<file path="src/rtl/regfile_dump_reader_if.sv">
// Purpose : bundles the dump reader's control, register-file read port and dump stream.
// Latency : none (wiring only).
// Backpres: dump_valid/dump_ready; the reader holds a stalled beat until dump_ready.
// Ports   : master = the dump reader, slave = the requester / register file / stream sink.
interface regfile_dump_reader_if #(
    parameter int XLEN  = 64,
    parameter int IDX_W = 5
);
    // control
    logic             start;
    logic [IDX_W-1:0] first_idx;
    logic [IDX_W-1:0] last_idx;
    logic             abort;
    logic             busy;
    logic             done;
    // register-file read port
    logic [IDX_W-1:0] rf_read_register;
    logic [XLEN-1:0]  rf_read_data;
    // dump stream
    logic             dump_valid;
    logic             dump_ready;
    logic [IDX_W-1:0] dump_idx;
    logic [XLEN-1:0]  dump_data;
    logic             dump_last;

    modport master (
        input  start, first_idx, last_idx, abort, rf_read_data, dump_ready,
        output rf_read_register, dump_valid, dump_idx, dump_data, dump_last, busy, done
    );

    modport slave (
        output start, first_idx, last_idx, abort, rf_read_data, dump_ready,
        input  rf_read_register, dump_valid, dump_idx, dump_data, dump_last, busy, done
    );
endinterface

</file>
<file path="src/rtl/regfile_dump_reader.sv">
// Purpose : walks an inclusive index range of the register file and streams each value out.
// Latency : start sampled at edge N, first beat valid after edge N+1; one beat per cycle after.
// Backpres: a beat with dump_ready low holds all outputs and the read counter stable.
// Ports   : clk, rst_n (async active-low); bus (master modport) carries start/first_idx/
//           last_idx/abort, the rf read port and the dump_* stream plus busy/done.
module regfile_dump_reader #(
    parameter int XLEN     = 64,
    parameter int NUM_REGS = 32,
    parameter int IDX_W    = 5,
    parameter bit ZERO_X0  = 1'b1
) (
    input  logic                  clk,
    input  logic                  rst_n,
    regfile_dump_reader_if.master bus
);

    typedef enum logic [1:0] {
        IDLE   = 2'd0,
        FILL   = 2'd1,
        STREAM = 2'd2
    } state_t;

    localparam logic [IDX_W-1:0] MAX_IDX = IDX_W'(NUM_REGS - 1);

    state_t           state_q, state_d;
    logic [IDX_W-1:0] cnt_q, cnt_d;
    logic [IDX_W-1:0] last_q, last_d;
    logic [IDX_W-1:0] dump_idx_q, dump_idx_d;
    logic [XLEN-1:0]  dump_data_q, dump_data_d;
    logic             dump_valid_q, dump_valid_d;
    logic             dump_last_q, dump_last_d;
    logic             busy_q, busy_d;
    logic             done_q, done_d;

    logic [XLEN-1:0]  cap_data;
    logic             load_beat;

    // The read port always follows the next-index counter, so rf_read_data is
    // already the value for cnt_q whenever a beat is captured.
    assign bus.rf_read_register = cnt_q;
    assign bus.dump_valid       = dump_valid_q;
    assign bus.dump_idx         = dump_idx_q;
    assign bus.dump_data        = dump_data_q;
    assign bus.dump_last        = dump_last_q;
    assign bus.busy             = busy_q;
    assign bus.done             = done_q;

    always_comb begin
        cap_data = bus.rf_read_data;
        if (ZERO_X0 && (cnt_q == '0)) begin
            cap_data = '0;
        end
    end

    always_comb begin
        state_d      = state_q;
        cnt_d        = cnt_q;
        last_d       = last_q;
        dump_idx_d   = dump_idx_q;
        dump_data_d  = dump_data_q;
        dump_valid_d = dump_valid_q;
        dump_last_d  = dump_last_q;
        done_d       = 1'b0;
        load_beat    = 1'b0;

        case (state_q)
            IDLE: begin
                if (bus.start) begin
                    if (bus.first_idx <= bus.last_idx) begin
                        // Indices past the end of the file are clamped to the last register.
                        last_d  = (bus.last_idx > MAX_IDX) ? MAX_IDX : bus.last_idx;
                        cnt_d   = bus.first_idx;
                        state_d = FILL;
                    end else begin
                        // Empty range: report completion without producing beats.
                        done_d = 1'b1;
                    end
                end
            end
            FILL: begin
                if (bus.abort) begin
                    state_d      = IDLE;
                    dump_valid_d = 1'b0;
                    dump_last_d  = 1'b0;
                end else begin
                    load_beat = 1'b1;
                end
            end
            STREAM: begin
                // abort wins over a handshake in the same cycle: that beat is dropped.
                if (bus.abort) begin
                    state_d      = IDLE;
                    dump_valid_d = 1'b0;
                    dump_last_d  = 1'b0;
                end else if (dump_valid_q && bus.dump_ready) begin
                    if (dump_last_q) begin
                        state_d      = IDLE;
                        dump_valid_d = 1'b0;
                        dump_last_d  = 1'b0;
                        done_d       = 1'b1;
                    end else begin
                        load_beat = 1'b1;
                    end
                end
            end
            default: begin
                state_d      = IDLE;
                dump_valid_d = 1'b0;
                dump_last_d  = 1'b0;
            end
        endcase

        if (load_beat) begin
            dump_data_d  = cap_data;
            dump_idx_d   = cnt_q;
            dump_last_d  = (cnt_q == last_q);
            dump_valid_d = 1'b1;
            state_d      = STREAM;
            // Saturate at last so a range ending at the top register never wraps.
            if (cnt_q != last_q) begin
                cnt_d = cnt_q + 1'b1;
            end
        end

        // busy tracks the next state so it drops on the same edge that raises done.
        busy_d = (state_d != IDLE);
    end

    always_ff @(posedge clk or negedge rst_n) begin
        if (!rst_n) begin
            state_q      <= IDLE;
            cnt_q        <= '0;
            last_q       <= '0;
            dump_idx_q   <= '0;
            dump_data_q  <= '0;
            dump_valid_q <= 1'b0;
            dump_last_q  <= 1'b0;
            busy_q       <= 1'b0;
            done_q       <= 1'b0;
        end else begin
            state_q      <= state_d;
            cnt_q        <= cnt_d;
            last_q       <= last_d;
            dump_idx_q   <= dump_idx_d;
            dump_data_q  <= dump_data_d;
            dump_valid_q <= dump_valid_d;
            dump_last_q  <= dump_last_d;
            busy_q       <= busy_d;
            done_q       <= done_d;
        end
    end

endmodule

</file>
<file path="src/flat_wrapper.sv">
// flat-port wrapper written by rule: the top's interface ports become plain ports
module regfile_dump_reader_flat 
#(
    parameter int XLEN     = 64,
    parameter int NUM_REGS = 32,
    parameter int IDX_W    = 5,
    parameter bit ZERO_X0  = 1'b1
)
  (clk, rst_n, bus_start, bus_first_idx, bus_last_idx, bus_abort, bus_rf_read_data, bus_dump_ready, bus_rf_read_register, bus_dump_valid, bus_dump_idx, bus_dump_data, bus_dump_last, bus_busy, bus_done);
  regfile_dump_reader_if #(.XLEN(XLEN), .IDX_W(IDX_W)) bus_i ();
  input  logic clk;
  input  logic rst_n;
  input wire logic [$bits(bus_i.start)-1:0] bus_start;
  input wire logic [$bits(bus_i.first_idx)-1:0] bus_first_idx;
  input wire logic [$bits(bus_i.last_idx)-1:0] bus_last_idx;
  input wire logic [$bits(bus_i.abort)-1:0] bus_abort;
  input wire logic [$bits(bus_i.rf_read_data)-1:0] bus_rf_read_data;
  input wire logic [$bits(bus_i.dump_ready)-1:0] bus_dump_ready;
  output wire logic [$bits(bus_i.rf_read_register)-1:0] bus_rf_read_register;
  output wire logic [$bits(bus_i.dump_valid)-1:0] bus_dump_valid;
  output wire logic [$bits(bus_i.dump_idx)-1:0] bus_dump_idx;
  output wire logic [$bits(bus_i.dump_data)-1:0] bus_dump_data;
  output wire logic [$bits(bus_i.dump_last)-1:0] bus_dump_last;
  output wire logic [$bits(bus_i.busy)-1:0] bus_busy;
  output wire logic [$bits(bus_i.done)-1:0] bus_done;
  assign bus_i.start = bus_start;
  assign bus_i.first_idx = bus_first_idx;
  assign bus_i.last_idx = bus_last_idx;
  assign bus_i.abort = bus_abort;
  assign bus_i.rf_read_data = bus_rf_read_data;
  assign bus_i.dump_ready = bus_dump_ready;
  assign bus_rf_read_register = bus_i.rf_read_register;
  assign bus_dump_valid = bus_i.dump_valid;
  assign bus_dump_idx = bus_i.dump_idx;
  assign bus_dump_data = bus_i.dump_data;
  assign bus_dump_last = bus_i.dump_last;
  assign bus_busy = bus_i.busy;
  assign bus_done = bus_i.done;
  regfile_dump_reader #(.XLEN(XLEN), .NUM_REGS(NUM_REGS), .IDX_W(IDX_W), .ZERO_X0(ZERO_X0)) u_core (.clk(clk), .rst_n(rst_n), .bus(bus_i));
endmodule
</file>
<file path="config.mk">
export PLATFORM = sky130hd
export DESIGN_NAME = regfile_dump_reader_flat
export DESIGN_NICKNAME = d
export VERILOG_FILES = /design/src/rtl/regfile_dump_reader_if.sv /design/src/rtl/regfile_dump_reader.sv /design/src/flat_wrapper.sv
export SDC_FILE = /design/constraint.sdc
export NUM_CORES = 1
export LEC_CHECK = 0
export ABC_AREA = 1
export BUFFER_PORTS_ARGS = -buffer_cell sky130_fd_sc_hd__buf_2
export CORE_MARGIN = 4
export CORE_UTILIZATION = 44
export DETAILED_ROUTE_END_ITERATION = 7
export PLACE_DENSITY = 0.75
export SLEW_MARGIN = 5
export SYNTH_ARGS = -nofsm -noshare
export SYNTH_HDL_FRONTEND = slang
export SYNTH_SLANG_ARGS = --single-unit
</file>
<file path="constraint.sdc">
create_clock -name clk -period 1.6 [get_ports clk]
set_input_delay 0.08 -clock clk [delete_from_list [all_inputs] [get_ports clk]]
set_output_delay 0.08 -clock clk [all_outputs]
set_load 0.05 [all_outputs]
</file>
==> impl_metrics.json, run 1 <==
{
  "status": "finished with violations",
  "violations": "negative hold slack, negative setup slack",
  "tns_ns": -0.0330,
  "n_antenna_cell": 0,
  "rows": 34,
  "cts_tree": "done",
  "critPathArrivalTime_ns": 1.88,
  "syn_to_final_growth_pct": 49.6,
  "syn_inst": 443,
  "final.min_clock_period_ns": 1.63,
  "final_common_cell": "nand2_1",
  "p_leak_nw": 3.25,
  "cap_violations": 0,
  "final.setup_skew_ns": 0.0104,
  "grt_usage": 0.207,
  "gp_congestion": 0.815,
  "worstSetupStartpointType": "flop",
  "path_max_fanout": 7,
  "clock_sinks": 85,
  "synth-seq-area-share": 0.541,
  "whs_ns": -0.00968,
  "grt_max_degree": 47,
  "htreeDepth": 3,
  "fillers": 691,
  "drive_gt1_frac": 0.357,
  "relSlewSlack": 0.730,
  "p_per_area_mw_per_mm2": 2100,
  "cts_root_buffer": "clkbuf_8",
  "final-setup-viol-count": 1,
  "grt_pass1_vias": 3637,
  "ir_drop_mv": 0.965,
  "wl_per_cell_um": 14.3,
  "num_vias": 3813,
  "io_buffers": 156,
  "drt_wl_total_um": 11200,
  "drtPass1Iterations": 4,
  "ctsLongestPathBuffers": 2,
  "dieArea_mm2": 0.0105,
  "hold_viol": 2,
  "cp.required_ns": 1.85,
  "synth_warnings": 0,
  "dpl_worst_slack_ns": -0.0703,
  "initial_core_util": 0.451,
  "worst_pin_slew_ns": 0.406,
  "crit_type": "flop to flop",
  "syn_avg_cell_area_um2": 8.87,
  "top_layer_used": "met4",
  "dr.first_iter.drc_count": 130,
  "ys_ff_latch": 85,
  "dr_wl_met2_um": 5450,
  "clk_pin_slew_ns": 0.09,
  "dp_hpwl_um": 7080,
  "syn-cell-area_mm2": 0.00393,
  "end_kind": "flop",
  "syn-num-nets": 534,
  "clock_latency_ns": 0.35,
  "synth.distinct_cells": 28,
  "die_h_um": 103,
  "grt_remaining_overflow": 0,
  "finish.net_count": 758,
  "antenna_found_initial": 0,
  "fin_crit_sh": 1.02,
  "drv_slew": 0,
  "die_x_um": 103,
  "antenna_left": 0,
  "final_cell_mix": "158 x nand2_1, 155 x buf_2, 82 x dfrtp_1",
  "grt_pass1_wl_um": 17200,
  "drc": 0,
  "layout_setup_ws_ns": -0.0330,
  "viasPerCell": 4.89,
  "fmax_mhz": 612,
  "rsz0062_at_grt": "true",
  "min_path_type": "input pin to flop",
  "route.met3.wl_um": 852,
  "core_area_mm2": 0.00872,
  "wl_met1_um": 4520,
  "pin_count": 157,
  "cts-buffers-inserted": 9
}
## layout make-up
class                   instances  area (um^2)  area share
flip-flops and latches         85         2130       0.362
repair buffers                235         1660       0.282
multi-input cells             304         1630       0.277
clock buffers                  11          141      0.0241
well taps                     108          135      0.0230
inverters                      32          128      0.0217
clock inverters                 5         58.8      0.0100
## metrics by stage
step / cell area, um^2 / instances / utilization / power, mW
final: 5880 / 780 / 0.674 / 12.3
after global routing: 5880 / 780 / 0.674 / 13.1
after CTS: 5680 / 773 / 0.652 / 12.0
after detailed placement: 4810 / 698 / 0.552 / 10.1
after global placement: 4810 / 698 / 0.552 / 9.92
after floorplan: 3930 / 443 / - / 8.47
## sequential cells by signal, summed over array words and instances, names as in the netlist
signal	flops
u_core.bus.dump_last	1
u_core.bus.dump_data	64
u_core.state_q	2
u_core.bus.dump_valid	1
u_core.last_q	5
u_core.bus.rf_read_register	5
u_core.bus.done	1
u_core.bus.dump_idx	5
u_core.bus.busy	1
## worst max-delay path, cell delays in order (launching register included)
cell and delay (ns):
dfrtp_2 0.47, inv_4 0.10, ha_4 0.13, inv_2 0.04
nor2_4 0.09, inv_2 0.05, nand2_4 0.08, nand2_8 0.10
buf_12 0.16, a21oi_4 0.14, nand2_1 0.06, nand2_1 0.05
nand2_1 0.05
## final timing paths
| kind | start | endpoint | slack (ns) | cells after the start |
|---|---|---|---|---|
| worst min-delay path | bus_rf_read_data[24] | u_core.bus.dump_data[24] | -0.01 | 3 |
| worst min register to register | u_core.bus.dump_data[0] | u_core.bus.dump_data[0] | 0.48 | 2 |
| max in group asynchronous | rst_n | u_core.bus.dump_data[26] | 0.83 | 3 |
| worst max register to register | u_core.state_q[1] | u_core.bus.dump_valid | -0.03 | 12 |
| worst max-delay path | u_core.state_q[1] | u_core.bus.dump_valid | -0.03 | 12 |
| min in group asynchronous | rst_n | u_core.bus.dump_data[0] | 0.19 | 2 |
## timing repair
action                                  CTS  global route
setup buffers                             5             5
cloned                                    3             0
endpoints found under the setup margin   65            79
hold endpoints to repair                 77             2
resized for setup                        12            58
hold buffers                             51             2
pin swaps                                 3            10
## synth_stat cells (all sizes together)
master  instances  area share
a21oi           6       0.011
buf            16       0.042
clkbuf          6      0.0057
dfrtp          85        0.54
ha             12       0.038
inv            32       0.031
nand2         174        0.17
nand3          20       0.027
nand3b          1      0.0019
nand4           1      0.0054
nor2            6      0.0089
o21ai          75       0.096
o22ai           1      0.0016
o32ai           1      0.0022
or2             1      0.0016
xnor2           2      0.0045
xor2            4      0.0089
## layer usage
| layer | track usage | up-vias |
|---|---|---|
| met4 | 0.0838 | 0 |
| li1 | - | 1868 |
| met5 | 0 | - |
| met1 | 0.259 | 1768 |
| met3 | 0.0406 | 32 |
| met2 | 0.353 | 145 |
## power breakdown
group          internal, mW  switching (mW)  leakage, nW
Sequential             3.10           0.625         1.07
Clock                 0.768           0.777       0.0959
Combinational          2.02            5.05         2.08
Total                  5.89            6.45         3.25
## kinds of logic after synthesis
| kind of cell | Yosys count | share of synthesized area |
|---|---|---|
| flip-flops | 85 | 0.541 |
| adder cells (fa/ha/maj) | 12 | 0.0382 |
| AO/OA/AOI/OAI | 83 | 0.111 |
| AND/OR/NAND/NOR | 203 | 0.218 |
| XOR/XNOR | 6 | 0.0134 |
| buffers and inverters | 54 | 0.0786 |
Power figures use the tool's default switching activity.
==> run 2, diff against run 1 <==
--- a/config.mk
+++ b/config.mk
@@ -5,12 +5,11 @@
 export SDC_FILE = /design/constraint.sdc
 export NUM_CORES = 1
 export LEC_CHECK = 0
-export ABC_AREA = 1
 export BUFFER_PORTS_ARGS = -buffer_cell sky130_fd_sc_hd__buf_2
 export CORE_MARGIN = 4
-export CORE_UTILIZATION = 44
+export CORE_UTILIZATION = 43
 export DETAILED_ROUTE_END_ITERATION = 7
-export PLACE_DENSITY = 0.75
+export PLACE_DENSITY = 0.74
 export SLEW_MARGIN = 5
 export SYNTH_ARGS = -nofsm -noshare
 export SYNTH_HDL_FRONTEND = slang
==> impl_metrics.json, run 2 <==
{
  "critPathArrivalTime_ns": 2.17,
  "grt_pass1_vias": 4021,
  "synth_warnings": 0,
  "die_x_um": 102,
  "grt_pass1_wl_um": 19000,
  "grt_usage": 0.233,
  "pin_count": 157,
  "clk_pin_slew_ns": 0.08,
  "dp_hpwl_um": 7270,
  "dieArea_mm2": 0.0103,
  "layout_setup_ws_ns": -0.345,
  "grt_remaining_overflow": 0,
  "drc": 0,
  "hold_viol": 0,
  "num_vias": 3780,
  "finish.net_count": 748,
  "synth.most_common_cell": "nand2_1",
  "final-setup-viol-count": 79,
  "wl_per_cell_um": 15.4,
  "antenna_left": 0,
  "final.setup_skew_ns": 0.00902,
  "violations": "negative setup slack",
  "synthTopCellsByCount": "138 x nand2_1, 85 x dfrtp_1, 72 x o21ai_0, 13 x inv_1",
  "synth-xor-area-share": 0.0116,
  "dpl_worst_slack_ns": -0.386,
  "end_kind": "flop",
  "cp.required_ns": 1.82,
  "synth.area.top_cells": "dfrtp_1 56%, nand2_1 14%, o21ai_0 9.5%",
  "fin_crit_sh": 1.22,
  "antenna_found_initial": 0,
  "syn_inst": 402,
  "ys.flop_type": "dfrtp_1",
  "grt_max_degree": 58,
  "place_inst": 670,
  "rsz0062_at_grt": "true",
  "fmax_mhz": 514,
  "clock_latency_ns": 0.35,
  "cts-buffers-inserted": 9,
  "drv_slew": 0,
  "synthSimpleGateAreaFrac": 0.175,
  "synth.distinct_cells": 36,
  "ctsLongestPathBuffers": 2,
  "cts_root_buffer": "clkbuf_8",
  "io_buffers": 156,
  "htreeDepth": 3,
  "n_antenna_cell": 0,
  "rows": 33,
  "drtPass1Iterations": 4,
  "dr.first_iter.drc_count": 112,
  "ir_drop_mv": 0.999,
  "syn-cell-area_mm2": 0.00378,
  "muxShareOfSynthArea": 0.0315,
  "final_cells": 766,
  "yosys.area.top_type": "dfrtp_1",
  "p_leak_nw": 3.26,
  "viasPerCell": 4.93,
  "synth_top_area_frac": 0.563,
  "final_cell_mix": "155 x buf_2, 137 x nand2_1, 81 x dfrtp_1",
  "synth_top_family_by_area": "simple AND/OR/NAND/NOR gates",
  "synth_compound_area_frac": 0.138,
  "status": "finished with violations",
  "async_reset_ff_frac": 1.00,
  "p_per_area_mw_per_mm2": 2000,
  "crit_type": "flop to flop",
  "initial_core_util": 0.451,
  "gp_congestion": 0.868,
  "largest_reg_flops": 64,
  "drt_wl_total_um": 11800,
  "final.min_clock_period_ns": 1.95,
  "synth_edf_count": 0,
  "synth_fa_ha_area_frac": 0.0398,
  "cap_violations": 0,
  "final_common_cell": "buf_2",
  "syn_avg_cell_area_um2": 9.39,
  "worstSetupStartpointType": "flop",
  "clock_sinks": 85,
  "cts_tree": "done",
  "min_path_type": "input pin to flop",
  "syn_to_final_growth_pct": 60.1,
  "ys_ff_latch": 85,
  "relSlewSlack": 0.668,
  "worst_pin_slew_ns": 0.494,
  "die_h_um": 102,
  "synth-seq-area-share": 0.563,
  "path_max_fanout": 8,
  "core_area_mm2": 0.00838,
  "drive_gt1_frac": 0.366,
  "syn-num-nets": 493
}
## run 2: changes by cell type after synthesis, sizes merged, moves of 3 or more
cell / delta
buf: -5
clkbuf: +6
inv: -19
mux2: +9
nand2: -36
nand3: -16
o221a: +3
o31ai: +3
xnor2: +3
xor2: -4
## run 2: per-layer routing
layer	GRT usage	vias up	wire, um
met1	0.276	1787	4690
met2	0.413	136	6110
li1	-	1832	-
met4	0.0992	0	299
met3	0.0434	25	714
met5	0	-	0
## run 2: report_power, final
| group | leakage [nW] | switching, mW | internal, mW |
|---|---|---|---|
| combinational | 2.11 | 4.93 | 2.12 |
| sequential | 1.07 | 0.520 | 3.09 |
| clock | 0.0854 | 0.736 | 0.712 |
## run 2: kinds of logic (layout without fill, tap and decap cells)
| group | count (synthesis) | in the layout |
|---|---|---|
| adder cells (fa/ha/maj) | 12 | 12 |
| buffers and inverters | 36 | 295 |
| flip-flops | 85 | 85 |
| AO/OA/AOI/OAI | 91 | 91 |
| XOR/XNOR | 5 | 5 |
| AND/OR/NAND/NOR | 163 | 163 |
| multiplexers | 10 | 10 |
## run 2: path summary, 6_finish.rpt
kind                                          startpoint                        endpoint  slack [ns]  depth (start not counted)
worst min register to register  u_core.bus.dump_data[24]        u_core.bus.dump_data[24]        0.48                          2
worst max register to register         u_core.state_q[1]  u_core.bus.rf_read_register[3]       -0.35                          7
worst min-delay path                     bus_last_idx[0]                u_core.last_q[0]        0.09                          3
max in group asynchronous                          rst_n        u_core.bus.dump_data[44]        0.78                          3
min in group asynchronous                          rst_n                 u_core.bus.busy        0.23                          2
worst max-delay path                   u_core.state_q[1]  u_core.bus.rf_read_register[3]       -0.35                          7
## run 2: final cells by class
type / instances / area [um^2]
clock buffer: 11 / 131
tap: 105 / 131
fill: 611 / 2340
timing repair buffer: 267 / 1940
inverter: 13 / 48.8
clock inverter: 4 / 50.0
multi-input combinational: 281 / 1620
sequential: 85 / 2130
## run 2: metrics by stage
step,setup TNS [ns],hold slack [ns],utilization,total power [mW],area (um^2)
2_1_floorplan,-2.80,-0.216,-,8.21,3830
3_3_place_gp,-15.84,0.0839,0.585,9.79,4900
3_5_place_dp,-21.06,0.0866,0.585,9.96,4900
4_1_cts,-9.45,0.0761,0.713,11.9,5980
5_1_grt,-22.39,0.0760,0.721,12.8,6040
6_report,-15.16,0.0889,0.721,12.1,6040
## run 2: what timing repair did
action / in CTS / in global routing
gates resized for setup: 29 / 5
buffers inserted: 7 / 4
setup endpoints to repair: 79 / 82
hold endpoints to repair: 103 / 0
hold buffers: 69 / 0
pin swaps: 11 / 3
gates cloned: 1 / 0
## run 2: worst max-delay path, cell delays in order, from the launching register on
cell	delay [ns]
dfrtp_1	0.41
buf_6	0.13
ha_4	0.14
and4b_1	0.20
o21ai_4	0.15
o21bai_4	0.21
mux2_4	0.34
o221a_1	0.24
